$ cat config.mk
export PLATFORM = sky130hd
export DESIGN_NAME = pipeline_sequencer_flat
export DESIGN_NICKNAME = d
export VERILOG_FILES = /design/src/rtl/pipeline_sequencer_if.sv /design/src/rtl/pipeline_sequencer.sv /design/src/flat_wrapper.sv
export SDC_FILE = /design/constraint.sdc
export NUM_CORES = 1
export LEC_CHECK = 0
export ABC_AREA = 1
export BUFFER_PORTS_ARGS = -buffer_cell sky130_fd_sc_hd__buf_2
export CAP_MARGIN = 20
export CORE_AREA = 2 2 74 76
export CTS_BUF_LIST = sky130_fd_sc_hd__clkbuf_8
export DETAILED_ROUTE_END_ITERATION = 6
export DIE_AREA = 0 0 76 78
export PLACE_DENSITY = 0.7
export SYNTH_ARGS = -nofsm -noshare
export SYNTH_HDL_FRONTEND = slang
export SYNTH_SLANG_ARGS = --single-unit
$ cat constraint.sdc
create_clock -name CLK -period 2.5 [get_ports CLK]
set_input_delay 0.25 -clock CLK [delete_from_list [all_inputs] [get_ports CLK]]
set_output_delay 0.25 -clock CLK [all_outputs]
set_load 0.02 [all_outputs]
$ cat src/rtl/pipeline_sequencer_if.sv
// Control bundle between the pipeline sequencer (slave) and the datapath (master).
// The datapath reports hazard and hit status; the sequencer returns enables, flushes and counters.
interface pipeline_sequencer_if #(
  parameter int CNT_W = 16
);
  logic             ihit;
  logic             dhit;
  logic [4:0]       fd_rs;
  logic [4:0]       fd_rt;
  logic [4:0]       de_rt;
  logic             de_dcuREN;
  logic             em_dcuREN;
  logic             em_dcuWEN;
  logic             em_redirect;
  logic             mw_halt;
  logic             pc_en;
  logic             fd_en;
  logic             de_en;
  logic             em_en;
  logic             mw_en;
  logic             fd_flush;
  logic             de_flush;
  logic             em_flush;
  logic             mw_flush;
  logic             dmem_req;
  logic             halt;
  logic [CNT_W-1:0] stall_cnt;
  logic [CNT_W-1:0] flush_cnt;

  modport slave (
    input  ihit, dhit, fd_rs, fd_rt, de_rt, de_dcuREN,
           em_dcuREN, em_dcuWEN, em_redirect, mw_halt,
    output pc_en, fd_en, de_en, em_en, mw_en,
           fd_flush, de_flush, em_flush, mw_flush,
           dmem_req, halt, stall_cnt, flush_cnt
  );

  modport master (
    output ihit, dhit, fd_rs, fd_rt, de_rt, de_dcuREN,
           em_dcuREN, em_dcuWEN, em_redirect, mw_halt,
    input  pc_en, fd_en, de_en, em_en, mw_en,
           fd_flush, de_flush, em_flush, mw_flush,
           dmem_req, halt, stall_cnt, flush_cnt
  );
endinterface

$ cat src/rtl/pipeline_sequencer.sv
// Five-stage pipeline sequencer: resolves halt, data-wait, redirect, load-use and
// fetch-wait hazards into per-latch enables/flushes, with saturating stall/flush counters.
module pipeline_sequencer #(
  parameter int CNT_W = 16
) (
  input  logic                 CLK,
  input  logic                 RST,
  pipeline_sequencer_if.slave  bus,
  output logic [1:0]           state_dbg
);
  localparam logic [1:0] S_RUN    = 2'd0;
  localparam logic [1:0] S_DWAIT  = 2'd1;
  localparam logic [1:0] S_HALTED = 2'd2;

  logic [1:0]       state;
  logic [1:0]       state_nxt;
  logic [CNT_W-1:0] stall_q;
  logic [CNT_W-1:0] flush_q;

  logic mem_op;
  logic load_use;
  logic redirect_taken;
  logic pc_en_c, fd_en_c, de_en_c, em_en_c, mw_en_c;
  logic fd_flush_c, de_flush_c, em_flush_c, mw_flush_c;
  logic dmem_req_c;

  assign mem_op   = bus.em_dcuREN | bus.em_dcuWEN;
  assign load_use = bus.de_dcuREN && (bus.de_rt != 5'd0) &&
                    ((bus.de_rt == bus.fd_rs) || (bus.de_rt == bus.fd_rt));

  // Priority: halt > data wait > redirect > load-use > fetch wait > advance.
  always_comb begin
    state_nxt      = state;
    redirect_taken = 1'b0;
    pc_en_c        = 1'b0;
    fd_en_c        = 1'b0;
    de_en_c        = 1'b0;
    em_en_c        = 1'b0;
    mw_en_c        = 1'b0;
    fd_flush_c     = 1'b0;
    de_flush_c     = 1'b0;
    em_flush_c     = 1'b0;
    mw_flush_c     = 1'b0;
    dmem_req_c     = 1'b0;
    if (RST) begin
      state_nxt = S_RUN;
    end else if (state != S_HALTED) begin
      dmem_req_c = mem_op;
      if (bus.mw_halt) begin
        state_nxt = S_HALTED;
      end else if (mem_op && !bus.dhit) begin
        mw_flush_c = 1'b1;
        state_nxt  = S_DWAIT;
      end else begin
        state_nxt = S_RUN;
        if (state == S_DWAIT) begin
          // The completing access releases the whole pipe at once.
          {pc_en_c, fd_en_c, de_en_c, em_en_c, mw_en_c} = 5'b11111;
        end else if (bus.em_redirect) begin
          redirect_taken = 1'b1;
          pc_en_c        = 1'b1;
          mw_en_c        = 1'b1;
          fd_flush_c     = 1'b1;
          de_flush_c     = 1'b1;
          em_flush_c     = 1'b1;
        end else if (load_use || !bus.ihit) begin
          de_flush_c = 1'b1;
          em_en_c    = 1'b1;
          mw_en_c    = 1'b1;
        end else begin
          {pc_en_c, fd_en_c, de_en_c, em_en_c, mw_en_c} = 5'b11111;
        end
      end
    end
  end

  always_ff @(posedge CLK) begin
    if (RST) begin
      state   <= S_RUN;
      stall_q <= '0;
      flush_q <= '0;
    end else begin
      state <= state_nxt;
      if ((state != S_HALTED) && !pc_en_c && (stall_q != '1))
        stall_q <= stall_q + CNT_W'(1);
      if (redirect_taken && (flush_q != '1))
        flush_q <= flush_q + CNT_W'(1);
    end
  end

  assign bus.pc_en     = pc_en_c;
  assign bus.fd_en     = fd_en_c;
  assign bus.de_en     = de_en_c;
  assign bus.em_en     = em_en_c;
  assign bus.mw_en     = mw_en_c;
  assign bus.fd_flush  = fd_flush_c;
  assign bus.de_flush  = de_flush_c;
  assign bus.em_flush  = em_flush_c;
  assign bus.mw_flush  = mw_flush_c;
  assign bus.dmem_req  = dmem_req_c;
  assign bus.halt      = (state == S_HALTED);
  assign bus.stall_cnt = stall_q;
  assign bus.flush_cnt = flush_q;
  assign state_dbg     = state;
endmodule

$ cat src/flat_wrapper.sv
// flat-port wrapper written by rule: the top's interface ports become plain ports
module pipeline_sequencer_flat 
#(
  parameter int CNT_W = 16
)
  (CLK, RST, state_dbg, bus_ihit, bus_dhit, bus_fd_rs, bus_fd_rt, bus_de_rt, bus_de_dcuREN, bus_em_dcuREN, bus_em_dcuWEN, bus_em_redirect, bus_mw_halt, bus_pc_en, bus_fd_en, bus_de_en, bus_em_en, bus_mw_en, bus_fd_flush, bus_de_flush, bus_em_flush, bus_mw_flush, bus_dmem_req, bus_halt, bus_stall_cnt, bus_flush_cnt);
  pipeline_sequencer_if #(.CNT_W(CNT_W)) bus_i ();
  input  logic CLK;
  input  logic RST;
  output logic [1:0] state_dbg;
  input wire logic [$bits(bus_i.ihit)-1:0] bus_ihit;
  input wire logic [$bits(bus_i.dhit)-1:0] bus_dhit;
  input wire logic [$bits(bus_i.fd_rs)-1:0] bus_fd_rs;
  input wire logic [$bits(bus_i.fd_rt)-1:0] bus_fd_rt;
  input wire logic [$bits(bus_i.de_rt)-1:0] bus_de_rt;
  input wire logic [$bits(bus_i.de_dcuREN)-1:0] bus_de_dcuREN;
  input wire logic [$bits(bus_i.em_dcuREN)-1:0] bus_em_dcuREN;
  input wire logic [$bits(bus_i.em_dcuWEN)-1:0] bus_em_dcuWEN;
  input wire logic [$bits(bus_i.em_redirect)-1:0] bus_em_redirect;
  input wire logic [$bits(bus_i.mw_halt)-1:0] bus_mw_halt;
  output wire logic [$bits(bus_i.pc_en)-1:0] bus_pc_en;
  output wire logic [$bits(bus_i.fd_en)-1:0] bus_fd_en;
  output wire logic [$bits(bus_i.de_en)-1:0] bus_de_en;
  output wire logic [$bits(bus_i.em_en)-1:0] bus_em_en;
  output wire logic [$bits(bus_i.mw_en)-1:0] bus_mw_en;
  output wire logic [$bits(bus_i.fd_flush)-1:0] bus_fd_flush;
  output wire logic [$bits(bus_i.de_flush)-1:0] bus_de_flush;
  output wire logic [$bits(bus_i.em_flush)-1:0] bus_em_flush;
  output wire logic [$bits(bus_i.mw_flush)-1:0] bus_mw_flush;
  output wire logic [$bits(bus_i.dmem_req)-1:0] bus_dmem_req;
  output wire logic [$bits(bus_i.halt)-1:0] bus_halt;
  output wire logic [$bits(bus_i.stall_cnt)-1:0] bus_stall_cnt;
  output wire logic [$bits(bus_i.flush_cnt)-1:0] bus_flush_cnt;
  assign bus_i.ihit = bus_ihit;
  assign bus_i.dhit = bus_dhit;
  assign bus_i.fd_rs = bus_fd_rs;
  assign bus_i.fd_rt = bus_fd_rt;
  assign bus_i.de_rt = bus_de_rt;
  assign bus_i.de_dcuREN = bus_de_dcuREN;
  assign bus_i.em_dcuREN = bus_em_dcuREN;
  assign bus_i.em_dcuWEN = bus_em_dcuWEN;
  assign bus_i.em_redirect = bus_em_redirect;
  assign bus_i.mw_halt = bus_mw_halt;
  assign bus_pc_en = bus_i.pc_en;
  assign bus_fd_en = bus_i.fd_en;
  assign bus_de_en = bus_i.de_en;
  assign bus_em_en = bus_i.em_en;
  assign bus_mw_en = bus_i.mw_en;
  assign bus_fd_flush = bus_i.fd_flush;
  assign bus_de_flush = bus_i.de_flush;
  assign bus_em_flush = bus_i.em_flush;
  assign bus_mw_flush = bus_i.mw_flush;
  assign bus_dmem_req = bus_i.dmem_req;
  assign bus_halt = bus_i.halt;
  assign bus_stall_cnt = bus_i.stall_cnt;
  assign bus_flush_cnt = bus_i.flush_cnt;
  pipeline_sequencer #(.CNT_W(CNT_W)) u_core (.CLK(CLK), .RST(RST), .bus(bus_i), .state_dbg(state_dbg));
endmodule
Yosys cells after proc, flatten, opt, wreduce, memory -nomap -nowiden --
Cells that the tools add are included.
Cells by class: add/sub/neg operators 2, multiply operators 0, div/mod/pow operators 0, $lt $le $gt $ge 0, equal/unequal tests 7, shift operators 0, mux-type cells 44, bitwise gates (word level) 1, reductions and logical operators 12
Operator list (number):
- two-way mux 1 bit | 43
- adder 16 x 1 -> 16 bit, second input constant | 2
- != test 16 bit, second input constant | 2
- == test 5 bit | 2
- logical AND 1 bit | 6
- nonzero test 5 bit | 1
- logical NOT 1 bit | 3
- == test 2 x 1 -> 1 bit, second input constant | 1
- == test 2 bit, second input constant | 1
- logical OR 1 bit | 2
- two-way mux 2 bit | 1
- != test 2 bit, second input constant | 1
- OR 1 bit | 1
Storage, ports and cells: bits in registers 34, latch bits 0, bits in writable memories 0, memory bits (read-only) 0, input bits 24, output and inout bits 45, word-level logic and storage cells 69, memories 0

Longest topological paths before layout --
depth in word-level cells 14, gate-level depth with buffers 14, depth with buffers taken out 13

Worst setup path after synthesis --
Ideal clock, no wire load.
path type reg-to-output, start point register u_core.state[1], in the netlist u_core.state_dbg[1], end point output port bus_pc_en, data arrival time 1.648 ns, data required time 2.250 ns, slack 0.602 ns, cell stages (with the launch flop) 9, buffers on the path 1, path through dfxtp_1 -> inv_1 -> nor2_2 -> nor2_4 -> nand3_2 -> inv_1 -> nand2_4 -> buf_4 -> inv_1
On the way: longest elaborated chain between the ends 6, elaborated cells between the ends (all ways) 7, those cells by class 2 x eq/ne; 5 x mux
Ends and longest elaborated chain:
- start, declared | RTL line pipeline_sequencer.sv:15 | logic [1:0] state;
- start signal, assigned | RTL line pipeline_sequencer.sv:83 | state <= state_nxt;
- == test 2 x 1 -> 1 bit | RTL line pipeline_sequencer.sv:56 | if (state == S_DWAIT) begin
- two-way mux 1 bit | RTL line pipeline_sequencer.sv:56
- two-way mux 1 bit | RTL line pipeline_sequencer.sv:51 | end else if (mem_op && !bus.dhit) begin
- two-way mux 1 bit | RTL line pipeline_sequencer.sv:49 | if (bus.mw_halt) begin
- two-way mux 1 bit * | RTL line pipeline_sequencer.sv:47 | end else if (state != S_HALTED) begin
- two-way mux 1 bit * | RTL line pipeline_sequencer.sv:45 | if (RST) begin
- end, declared | RTL line flat_wrapper.sv:21 | output wire logic [$bits(bus_i.pc_en)-1:0] bus_pc_en;
Every way passes the cells marked *; elsewhere a longest branch is shown, timed or not.

Worst setup path after layout --
Ends and elaborated chain as after synthesis.

==> key figures <==
Clock tree
  • Maximum clock path buffer count: 2
  • Cts hold-fix bufs: 0
  • Clk slew on worst S/H paths: 0.07 ns
  • CTS H-Tree Depth: 2
  • CTS tree: built
  • Worst-Skew Late Latency: 0.28 ns
  • PostCTS Resize Cnt: 0
  • CTS sink cnt: 34
  • Clk root buf: clkbuf_8
  • Num CTS Buffers: 5
  • Setup bufs post-CTS: 0

STA
  • TNS Setup: 0 ns
  • Worst-Margin Slew: 0.4296 ns
  • Max Clk Rate: 520.8 MHz
  • Layout Skew: 0.007452 ns
  • RSZ-0062 raised after global routing: no
  • Hold Fails Final Rpt: 0
  • Slew Limit Fails: 0
  • Final Cycle Share: 76.81%
  • Final setup fails: 0
  • Min Tclk post-route: 1.920 ns
  • Slew headroom: 71.14%

Logic synthesis
  • Most area-consuming cells after synthesis: dfxtp_1 (30%), nand2_1 (11%), nand3_1 (6.7%)
  • Synth cell types: 37
  • Post-synth EDFFs: 0
  • Count leader, synth: nand2_1
  • Post-synth top area share: 30.27%
  • Post-synthesis register bit count: 34
  • Yosys warnings: 0
  • Synthesized area per cell: 6.918 um^2
  • Top FF cell, synth: dfxtp_1
  • Register area share after synthesis: a little over 30%
  • Syn Inst Count: 325
  • Ys async rst share: 0%
  • Syn nets: 351
  • Largest area contributor in the netlist: dfxtp_1
  • Post-synth top cells: nand2_1 (67), inv_1 (38), nor2_1 (37), dfxtp_1 (34), nand3_1 (30)
  • Syn Std Cell Area: 2248 um^2

Layout
  • Share of cells above drive strength 1: between 20% and 30%
  • Inserted Diodes: 0
  • Final net count: 420
  • Filler cell count: 508
  • Fin area: 2739 um^2
  • Storage cell area: around 680 um^2
  • Area of the multi-input gates: between 1000 and 1500 um^2
  • Synthesis-to-layout area growth: 21.81%

Worst setup path
  • Worst R2R Path Depth: 9
  • Crit path launch: u_core.state_dbg[1]
  • CP Class: register to output pin
  • CP Capture Type: output pin
  • Peak fanout along the critical path: 18
  • Critical-path cell list: inv_1 > nor2_2 > nor2_4 > nand3_2 > inv_1 > nand2_4 > inv_1 > buf_2
  • Slowest-stage cell, CP: dfxtp_1
  • Worst path required time: between 2 and 2.5 ns
  • R2R setup slack: approximately 0.69 ns
  • R2r endpoint: u_core.bus.stall_cnt[5]
  • Crit path max-delay family: simple AND/OR/NAND/NOR gates
  • Crit path to: bus_pc_en
  • Worst path max stage delay: 0.34 ns
  • Worst Path Arrival: 1.67 ns
  • Critical path buffer and inverter count: 4
  • WP depth: 8
  • Most used cell, CP: inv_1
  • Crit Reg-Reg Startpoint: u_core.bus.stall_cnt[0]
  • CP Launch Type: register

Drt
  • Antenna Violating Nets Remaining: 0
  • DRC: 0
  • DRT Pass-1 Iters: 4
  • Vias per cell: 4.826
  • Iter 0 DRT Violations: 84
  • Wirelength per Cell: approximately 11 um
  • DRT Wirelength: around 5300 um
  • Via count: between 2,000 and 2,500

Floorplan
  • Placeable Area: 5042 um^2
  • I/O Pins: between 60 and 70
  • Starting Density: between 40% and 50%
  • Die Span Y: approximately 80 um
  • Die area: between 5000 and 6000 um^2
  • Num rows: 26
  • Die Width: 76 um

Run
  • # Max-Cap Violations: 0

Run status
  • Status: completed

Place
  • Port Buffer Count: between 60 and 70
  • Gpl congestion: 0.8415
  • Placed inst area: 2633 um^2
  • Final HPWL DP: around 4000 um

Power
  • PD cells: 443.2 nW/um^2
  • Max VDD drop: about 290 uV
  • Static Leak: around 1.2 nW

Global route
  • Pin count of the biggest net entering global routing: 24
  • Initial antenna violation count: 0
  • Grt ovf: 0
  • GR Util All Layers: between 10% and 20%
  • First-pass GRT wire length: 9177 um
  • Vias in the first global route: 2,129

Worst hold path
  • Hold Crit Class: primary input to register
[cells by family (layout without fill, tap and decap cells)]
kind of cell,count (synthesis),count (layout),share of synthesized area (%)
buffers and inverters,51,121,10.13
adder cells (fa/ha/maj),2,2,1.113
AO/OA/AOI/OAI,42,42,12.24
XOR/XNOR,17,17,6.622
flip-flops,34,34,30.27
AND/OR/NAND/NOR,179,179,39.62
[state kept, by name (all words and copies together) (netlist names)]
signal,flops
u_core.state_dbg,2
u_core.bus.flush_cnt,16
u_core.bus.stall_cnt,16
[layout make-up]
class                      count  area share, %
multi-input combinational    240          48.93
inverter                      43          6.167
tap                           70          3.198
sequential                    34          24.85
clock inverter                 3          1.370
clock buffer                   5          2.513
timing repair buffer          70          12.97
[cell usage in the layout, fill, tap and decap left out, types with 4 or more instances in the layout]
cell	n
inv_1	40
xor2_1	10
a21oi_1	18
nand4_1	5
nor2_1	37
clkbuf_8	5
nand3_1	30
buf_2	68
nand2_1	67
dfxtp_1	34
o21ai_0	10
a21oi_2	10
xnor2_1	7
nor3_1	8
nand2_2	12
nor2_4	4
[power breakdown]
| group | internal (mW) | switching (mW) |
|---|---|---|
| combinational | 0.0577 | 0.108 |
| sequential | 0.549 | 0.00885 |
| clock | 0.290 | 0.201 |
| total | 0.897 | 0.317 |
[worst min path at each step]
stage / from / to / slack (ns) / cells past startpoint
after floorplan: bus_mw_halt / u_core.state_dbg[0] / 0.33 / 1
final: bus_mw_halt / u_core.state_dbg[0] / 0.20 / 2
after global placement: u_core.bus.flush_cnt[3] / u_core.bus.flush_cnt[3] / 0.48 / 2
after detailed placement: u_core.bus.flush_cnt[3] / u_core.bus.flush_cnt[3] / 0.48 / 2
after CTS: bus_mw_halt / u_core.state_dbg[0] / 0.20 / 2
after global routing: bus_mw_halt / u_core.state_dbg[0] / 0.20 / 2
[worst register-to-register path, stage by stage, from the launching register on]
cell     delay (ns)
dfxtp_1        0.43
ha_1           0.23
nand2_2        0.09
nor2_4         0.15
nand2_2        0.09
o32ai_4        0.24
inv_4          0.15
nand2_8        0.18
nand2_1        0.07
a21oi_1        0.12
[metal layers]
layer | part of all wire [%] | wire [um] | vias up | GRT usage, %
met3 | 4.5 | 241 | 6 | 3.605
met2 | 49 | 2614 | 58 | 33.04
met4 | 1.0 | 56 | 0 | 6.727
li1 | - | - | 1181 | -
met1 | 45 | 2427 | 999 | 22.54
met5 | 0 | 0 | - | 0
[metrics by stage]
step / total power, mW / hold slack, ns / setup slack (ns) / utilization [%] / instances
6_report: 1.214 / 0.2019 / 0.5798 / 54.32 / 465
5_1_grt: 1.266 / 0.2027 / 0.3864 / 54.32 / 465
4_1_cts: 1.220 / 0.1970 / 0.5692 / 54.32 / 465
3_5_place_dp: 0.7359 / 0.4846 / 0.6868 / 52.21 / 457
3_3_place_gp: 0.7319 / 0.4826 / 0.7764 / 52.21 / 457
2_1_floorplan: 0.6864 / 0.3281 / 0.6023 / - / 325
Power figures use the tool's default switching activity.
